File: src/rtl/cp0_access_ctrl.sv
// cp0_access_ctrl: sequences MFC0/MTC0 requests and exception-entry
// read-modify-write traffic onto the single CP0 register-file port.
module cp0_access_ctrl #(
    parameter int unsigned EPC_RD    = 14,
    parameter int unsigned CAUSE_RD  = 13,
    parameter int unsigned STATUS_RD = 12,
    parameter logic [31:0] EXL_MASK  = 32'h0000_0002
) (
    input  logic        clk,
    input  logic        rst,
    input  logic        req_valid,
    input  logic        req_write,
    input  logic [4:0]  req_rd,
    input  logic [2:0]  req_sel,
    input  logic [31:0] req_wdata,
    input  logic [4:0]  req_rt,
    output logic        req_ready,
    output logic        resp_valid,
    output logic [31:0] resp_rdata,
    output logic [4:0]  resp_rt,
    input  logic        exc_req,
    input  logic [31:0] exc_epc,
    input  logic [4:0]  exc_code,
    input  logic        exc_bd,
    output logic        exc_done,
    output logic        cp0_we,
    output logic        cp0_re,
    output logic [4:0]  cp0_rd,
    output logic [2:0]  cp0_sel,
    output logic [31:0] cp0_din,
    input  logic [31:0] cp0_dout
);

    localparam int unsigned RD_W   = 5;
    localparam int unsigned SEL_W  = 3;
    localparam int unsigned DATA_W = 32;

    typedef enum logic [2:0] {
        IDLE       = 3'd0,
        RD_WAIT    = 3'd1,
        EX_EPC     = 3'd2,
        EX_CAUSE   = 3'd3,
        EX_STAT_RD = 3'd4,
        EX_STAT_WR = 3'd5
    } state_t;

    state_t              state_q, state_d;
    logic [RD_W-1:0]     rt_q, rt_d;
    logic [DATA_W-1:0]   epc_q, epc_d;
    logic [4:0]          code_q, code_d;
    logic                bd_q, bd_d;

    // State register plus latched MFC0 tag and exception fields
    always_ff @(posedge clk or posedge rst) begin
        if (rst) begin
            state_q <= IDLE;
            rt_q    <= '0;
            epc_q   <= '0;
            code_q  <= '0;
            bd_q    <= 1'b0;
        end else begin
            state_q <= state_d;
            rt_q    <= rt_d;
            epc_q   <= epc_d;
            code_q  <= code_d;
            bd_q    <= bd_d;
        end
    end

    // Next-state and port strobes; everything forced low while rst is high
    always_comb begin
        state_d    = state_q;
        rt_d       = rt_q;
        epc_d      = epc_q;
        code_d     = code_q;
        bd_d       = bd_q;
        req_ready  = 1'b0;
        resp_valid = 1'b0;
        resp_rdata = '0;
        resp_rt    = '0;
        exc_done   = 1'b0;
        cp0_we     = 1'b0;
        cp0_re     = 1'b0;
        cp0_rd     = '0;
        cp0_sel    = '0;
        cp0_din    = '0;

        case (state_q)
            IDLE: begin
                if (exc_req) begin
                    // Exception wins over a simultaneous request; no strobe this cycle
                    epc_d   = exc_epc;
                    code_d  = exc_code;
                    bd_d    = exc_bd;
                    state_d = EX_EPC;
                end else begin
                    req_ready = 1'b1;
                    if (req_valid) begin
                        cp0_rd  = req_rd;
                        cp0_sel = req_sel;
                        if (req_write) begin
                            cp0_we  = 1'b1;
                            cp0_din = req_wdata;
                        end else begin
                            cp0_re  = 1'b1;
                            rt_d    = req_rt;
                            state_d = RD_WAIT;
                        end
                    end
                end
            end
            RD_WAIT: begin
                resp_valid = 1'b1;
                resp_rdata = cp0_dout;
                resp_rt    = rt_q;
                state_d    = IDLE;
            end
            EX_EPC: begin
                cp0_we  = 1'b1;
                cp0_rd  = RD_W'(EPC_RD);
                cp0_din = epc_q;
                state_d = EX_CAUSE;
            end
            EX_CAUSE: begin
                cp0_we  = 1'b1;
                cp0_rd  = RD_W'(CAUSE_RD);
                cp0_din = {bd_q, 24'b0, code_q, 2'b00};
                state_d = EX_STAT_RD;
            end
            EX_STAT_RD: begin
                cp0_re  = 1'b1;
                cp0_rd  = RD_W'(STATUS_RD);
                state_d = EX_STAT_WR;
            end
            EX_STAT_WR: begin
                cp0_we   = 1'b1;
                cp0_rd   = RD_W'(STATUS_RD);
                cp0_din  = cp0_dout | EXL_MASK;
                exc_done = 1'b1;
                state_d  = IDLE;
            end
            default: begin
                state_d = IDLE;
            end
        endcase

        if (rst) begin
            req_ready  = 1'b0;
            resp_valid = 1'b0;
            resp_rdata = '0;
            resp_rt    = '0;
            exc_done   = 1'b0;
            cp0_we     = 1'b0;
            cp0_re     = 1'b0;
            cp0_rd     = '0;
            cp0_sel    = SEL_W'(0);
            cp0_din    = '0;
        end
    end

endmodule

File: config.mk
export PLATFORM = sky130hd
export DESIGN_NAME = cp0_access_ctrl
export DESIGN_NICKNAME = d
export VERILOG_FILES = /design/src/rtl/cp0_access_ctrl.sv
export SDC_FILE = /design/constraint.sdc
export NUM_CORES = 1
export LEC_CHECK = 0
export ABC_AREA = 1
export ABC_CLOCK_PERIOD_IN_PS = 3410
export CELL_PAD_IN_SITES_DETAIL_PLACEMENT = 1
export CELL_PAD_IN_SITES_GLOBAL_PLACEMENT = 1
export CORE_ASPECT_RATIO = 0.8
export CORE_UTILIZATION = 24
export DETAILED_ROUTE_END_ITERATION = 6
export MAX_ROUTING_LAYER = met4
export PLACE_DENSITY = 0.82
export SKIP_CTS_REPAIR_TIMING = 1
export SLEW_MARGIN = 30
export SYNTH_ARGS = -nofsm -noshare
export SYNTH_HDL_FRONTEND = slang
export SYNTH_SLANG_ARGS = --single-unit
export TNS_END_PERCENT = 50
File: constraint.sdc
create_clock -name clk -period 3.41 [get_ports clk]
set_input_delay 0.682 -clock clk [delete_from_list [all_inputs] [get_ports clk]]
set_output_delay 0.682 -clock clk [all_outputs]
set_load 0.01 [all_outputs]
Word level (Yosys, flattened, before mapping)
Index checks and enable logic that the tools add are counted.

Bits in registers: 46. Bits in latches: 0. RAM bits: 0. Bits in read-only memories: 0. Input bits: 120. Logic and storage cells: 58. Memories kept: 0.

Add/subtract/negate cells: 0. Multipliers: 0. Divide/modulo/power cells: 0. Magnitude comparators: 0. Equal/unequal tests: 7. Shifts and indexed selects: 0. Muxes and demuxes: 38. Bitwise operators: 2. Reductions and logical operators: 6.

Operators by type and width (count): $mux W32 (6); $pmux W32 S4 (1); $mux W5 (5); $mux W3 (7); $pmux W5 S4 (1); $mux W1 (15); $pmux W3 S4 (1); $eq A3 B2 Y1 const B (2); $eq A3 B3 Y1 const B (2); $ne A3 B3 Y1 const B (2); $pmux W1 S2 (2); $reduce_and A2 Y1 (2); $reduce_and A4 Y1 (1); $eq A3 B1 Y1 const B (1); $logic_not A3 Y1 (1); $reduce_or A3 Y1 (1); $not A1 Y1 (2); $reduce_or A2 Y1 (1).

Longest topological paths before layout
Gate-level depths: netlist (run 1).

Depth after elaboration: 5. Mapped depth: 8.

Worst setup path after synthesis (run 1)
Ideal clock, no wire load.

Path type: input port to output port. Start point: input port rst. End point: output port resp_rdata[22]. Arrival: 2.511 ns. Required time: 2.728 ns. Path slack: 0.217 ns. Stages: 6. Buffers on the path: 3. Cell sequence: clkbuf_1 -> inv_1 -> nand2_1 -> buf_2 -> buf_2 -> nor2_1.

Word-level cells in the longest chain between the ends: 1.

RTL lines: start, declared (line 10) `input logic rst,`; $mux W32 (line 147) `if (rst) begin`; end, declared (line 19) `output logic [31:0] resp_rdata,`.

No other way between the ends.

Worst setup path in the final report (run 1)
Start point: input port exc_req. End point: output port cp0_din[30].

Word-level cells in the longest chain between the ends: 3.

RTL lines: start, declared (line 21) `input logic exc_req,`; $mux W32 (line 90) `if (exc_req) begin`; $pmux W32 S4 (line 88) `case (state_q)`; $mux W32 (line 147); end, declared (line 30) `output logic [31:0] cp0_din,`.

No other way between the ends.

==> results of run 1 <==
[synth_stat cells]
library cell  count
a31oi_1           1
nand2_1         159
nor2_4            5
buf_2            15
nand3_1          92
a21oi_1          31
clkbuf_1         12
inv_2             5
inv_6             1
nand4_1          21
inv_1            72
nand2_2           3
buf_1             2
dfrtp_1          46
o21ai_0           3
nor3_1            2
buf_4             8
nor2_2            1
nor2_8            1
nand2_4           1
buf_6             1
nor2_1           66
[routing by layer]
layer | global-route usage, % | share of wire, %
met1 | 25.1 | 45
met2 | 36.9 | 49
met3 | 3.61 | 5.7
met4 | 2.73 | 0.51
met5 | - | 0
[flip-flops by register name, indices dropped and copies added, names as in the netlist]
register,cells
epc_q,32
code_q,5
rt_q,5
state_q,3
bd_q,1
[where the power goes]
group / leakage (nW) / switching (mW) / internal [mW]
Clock: 0.0700 / 0.200 / 0.288
Sequential: 0.568 / 0.249 / 0.809
Combinational: 1.98 / 1.09 / 0.774
Total: 2.62 / 1.54 / 1.87
[cell families (layout without fill, tap and decap cells)]
family	after synthesis	count (layout)	share of synthesized area, %
compound gates	35	35	5.21
flops	46	46	34.0
buf+inv	116	301	14.7
simple gates	351	351	46.1
[final timing paths]
| kind | to | cells past startpoint |
|---|---|---|
| worst max-delay path | cp0_din[30] | 8 |
| worst min-delay path | epc_q[30] | 2 |
| worst max register to register | epc_q[3] | 6 |
| worst min register to register | epc_q[30] | 2 |
| max in group asynchronous | state_q[1] | 3 |
| min in group asynchronous | epc_q[2] | 3 |
[worst max-delay path: stages]
cell and delay (ns):
clkdlybuf4s50_1 0.43, inv_2 0.15, nand2_2 0.12, nor2_4 0.10
buf_4 0.25, nand3_1 0.10, a21oi_1 0.19, clkdlybuf4s50_1 0.56
[area by class of cell]
cell class	instances	area (um2)
Timing Repair Buffer	216	2130
Tap cell	180	225
Sequential cell	46	1160
Fill cell	1741	7960
Multi-Input combinational cell	386	1740
Inverter	78	298
Clock buffer	7	143
==> metrics.yaml, run 1 <==
setup_path:
  crit_path_end_kind: "output pin"
  crit_fanout: 18
  start_kind: "primary input"
  rrSetupSlack_ns: 1.32
  required_ns: 2.73
  critPathKind: "primary input to output pin"
  arrival_ns: 2.60
  r2r_start: "state_q[1]"
  crit_start: "exc_req"
placement:
  routabilityCongestion: 0.837
  dp_hpwl_um: 11000
  portBuffers: 201
  dp.cells: 906
  dp_slack_ns: 0.139
  place_area_mm2: 0.00554
cts:
  clk_path_buf_depth: 2
  numCtsBuffers: 5
  clock_latency_ns: 0.28
  clk_pin_slew_ns: 0.06
  cts.sinks: 46
  cts_tree: "done"
  htree_num_levels: 2
  clock-root-buffer: "clkbuf_16"
sta:
  skew_ns: 0.00712
  setup_slack_ns: 0.127
  hold_ws_ns: 0.472
  post-route-period-util_pct: 96.3
  setup_tns_ns: 0
  max_freq_ghz: 0.305
  slew_headroom_pct: 53.8
  final_hold_viol_count: 0
  fin_crit_ns: 3.28
  drv_slew: 0
  worstMarginPinSlew_ns: 0.692
  rsz0062_at_grt: "no"
  setup_viol: 0
global_routing:
  grt_use_total_pct: 20.7
  grt_pass1_wl_um: 23100
  antenna_found_initial: 0
  grt_max_degree: 47
  grt_pass1_vias: 4487
  grt_overflow_total: 0
routing:
  viasPerCell: 4.62
  dr_total_vias: 4216
  drtIter0Drc: 195
  drc: 0
  final_antenna_net_count: 0
  wl_per_cell_um: 16.0
  first_pass_iters: 6
  drt-total-wl_um: 14600
logic_synthesis:
  ys_types: 22
  syn-num-nets: 668
  post-synth-top-area-fraction_pct: 34.0
  yosysTopAreaCell: "dfrtp_1"
  synth.avg_cell_area_um2: 6.17
  syn_inst: 548
  yosys-top-cells-area: "dfrtp_1, nand2_1, nand3_1"
  syn_area_mm2: 0.00338
  synth_seq_cells: 46
  seq_area_frac_synth_pct: 34.0
  yosys_warnings: 0
finish:
  fin_cells: 913
  fin_area_mm2: 0.00569
  synthToLayoutAreaGrowth_pct: 68.2
  mostFrequentLayoutCell: "clkdlybuf4s50_1"
  insertedDiodeCount: 0
  mostFrequentLayoutCells: "clkdlybuf4s50_1, nand2_1, nand3_1"
  fin_util_pct: 41.7
  fin_nets: 853
  layout-drive-gt1-share_pct: 5.87
flow_run:
  maxCapViolations: 0
power_and_ir_drop:
  powerDensity_mw_per_mm2: 599
  total_power_mw: 3.41
  p_leak_nw: 2.62
  irDropWorstVdd_uv: 254
floorplan:
  die_height_um: 108
  initial_utilization_pct: 24.8
  io-pin-count: 202
  rows: 38
  core_mm2: 0.0136
  dieWidth_um: 135
  dieArea_mm2: 0.0146
hold_path:
  min_from: "epc_q[30]"
  hold_path_class: "flop to flop"
run_status:
  outcome: "completed"
Power figures use the tool's default switching activity.
==> inputs of run 2 (changes only) <==
CELL_PAD_IN_SITES_DETAIL_PLACEMENT = default   (was 1)
CELL_PAD_IN_SITES_GLOBAL_PLACEMENT = default   (was 1)
CORE_UTILIZATION = 38   (was 24)
PLACE_DENSITY = 0.83   (was 0.82)
==> metrics.yaml, run 2 (synthesis results as in run 1) <==
run_status:
  outcome: "completed"
finish:
  synthToLayoutAreaGrowth_pct: 64.8
  fin_nets: 856
  mostFrequentLayoutCell: "clkdlybuf4s50_1"
  fin_area_mm2: 0.00558
  fillers: 731
  largest_reg_flops: 32
  layout-drive-gt1-share_pct: 6.24
  reg_top3: "epc_q x32, code_q x5, rt_q x5"
  ff_latch_area_mm2: 0.00115
  insertedDiodeCount: 0
  multi_input_area_mm2: 0.00174
  mostFrequentLayoutCells: "clkdlybuf4s50_1, nand2_1, nand3_1"
  largest-register: "epc_q"
setup_path:
  cp_top_family: "buffers and inverters"
  critical_path_depth: 7
  path_cells: "clkdlybuf4s50_1 -> nand2_2 -> nor2_4 -> buf_12 -> nand3_1 -> a21oi_1 -> clkdlybuf4s50_1"
  required_ns: 2.73
  crit_fanout: 22
  crit_path_end_kind: "output pin"
  start_kind: "primary input"
  arrival_ns: 2.54
  critPathKind: "primary input to output pin"
  path_buf_inv: 3
  cpMostUsedCell: "clkdlybuf4s50_1"
  r2r_cells: 6
  cpPeakStageDelay_ns: 0.58
  cpMaxStageDelayCell: "clkdlybuf4s50_1"
sta:
  slew_headroom_pct: 56.9
  post-route-period-util_pct: 94.6
  fin_crit_ns: 3.23
  drv_slew: 0
  skew_ns: 0.0114
  setup_slack_ns: 0.185
  hold_ws_ns: 0.477
  rsz0062_at_grt: "no"
  setup_viol: 0
  setup_tns_ns: 0
  max_freq_ghz: 0.310
  worstMarginPinSlew_ns: 0.646
  final_hold_viol_count: 0
placement:
  dp_slack_ns: 0.201
  routabilityCongestion: 0.887
  place_area_mm2: 0.00548
  portBuffers: 201
  dp_hpwl_um: 9530
global_routing:
  antenna_found_initial: 0
  grtUsageMet3_pct: 5.26
  use_met1_pct: 33.7
  top_usage_layer: "met2"
  grt_overflow_total: 0
  grt_pass1_vias: 4105
  grt_use_total_pct: 27.5
  grt_pass1_wl_um: 19500
  use_met2_pct: 46.0
  grt_max_degree: 47
cts:
  htree_num_levels: 2
  cts.sinks: 46
  clock_latency_ns: 0.30
  clk_path_buf_depth: 2
  clock-root-buffer: "clkbuf_8"
  numCtsBuffers: 5
  cts_tree: "done"
  clk_pin_slew_ns: 0.09
floorplan:
  dieArea_mm2: 0.00929
  rows: 30
  core_mm2: 0.00856
  initial_utilization_pct: 39.5
  die_height_um: 86.4
  io-pin-count: 202
  dieWidth_um: 107
routing:
  drc: 0
  wl_per_cell_um: 14.8
  first_pass_iters: 4
  drtIter0Drc: 234
  drt-total-wl_um: 12500
  viasPerCell: 5.03
  dr_total_vias: 4268
  final_antenna_net_count: 0
hold_path:
  whs_path_depth: 2
  hold_path_class: "flop to flop"
power_and_ir_drop:
  total_power_mw: 3.21
  p_leak_nw: 2.61
  irDropWorstVdd_uv: 338
  powerDensity_mw_per_mm2: 576
flow_run:
  maxCapViolations: 0
## run 2: metal layers
| layer | part of all wire, % | vias up |
|---|---|---|
| met5 | 0 | - |
| met2 | 48 | 207 |
| met4 | 1.8 | 0 |
| li1 | - | 2096 |
| met1 | 42 | 1943 |
| met3 | 8.3 | 22 |
## run 2: area by class of cell
class	count	area share (%)
flip-flops and latches	46	20.7
multi-input cells	386	31.1
clock inverters	2	0.224
repair buffers	219	38.6
clock buffers	6	1.48
inverters	78	5.34
well taps	112	2.51
## run 2: where the power goes
group | internal [mW] | leakage, nW | switching [mW] | total (mW)
combinational | 0.768 | 1.99 | 1.09 | 1.85
sequential | 0.803 | 0.571 | 0.199 | 1.00
clock | 0.163 | 0.0472 | 0.194 | 0.357
total | 1.73 | 2.61 | 1.48 | 3.21
## run 2: metrics by stage
stage | cells | util (%)
2_1_floorplan | 548 | -
3_3_place_gp | 841 | 64.0
5_1_grt | 849 | 65.1
4_1_cts | 849 | 65.1
3_5_place_dp | 841 | 64.0
6_report | 849 | 65.1
## run 2: final timing paths
| check | startpoint | to | slack (ns) |
|---|---|---|---|
| worst min register to register | epc_q[20] | epc_q[20] | 0.48 |
| min in group asynchronous | rst | epc_q[21] | 0.71 |
| worst max-delay path | req_valid | cp0_din[15] | 0.18 |
| max in group asynchronous | rst | state_q[1] | 2.27 |
| worst max register to register | state_q[1] | epc_q[26] | 1.35 |
| worst min-delay path | epc_q[20] | epc_q[20] | 0.48 |
## run 2: tightest hold or removal path: cells and delay by family (launching register included)
kind	cells	cell delay [ns]
and+or+nand+nor	2	0.10
DFF	1	0.35
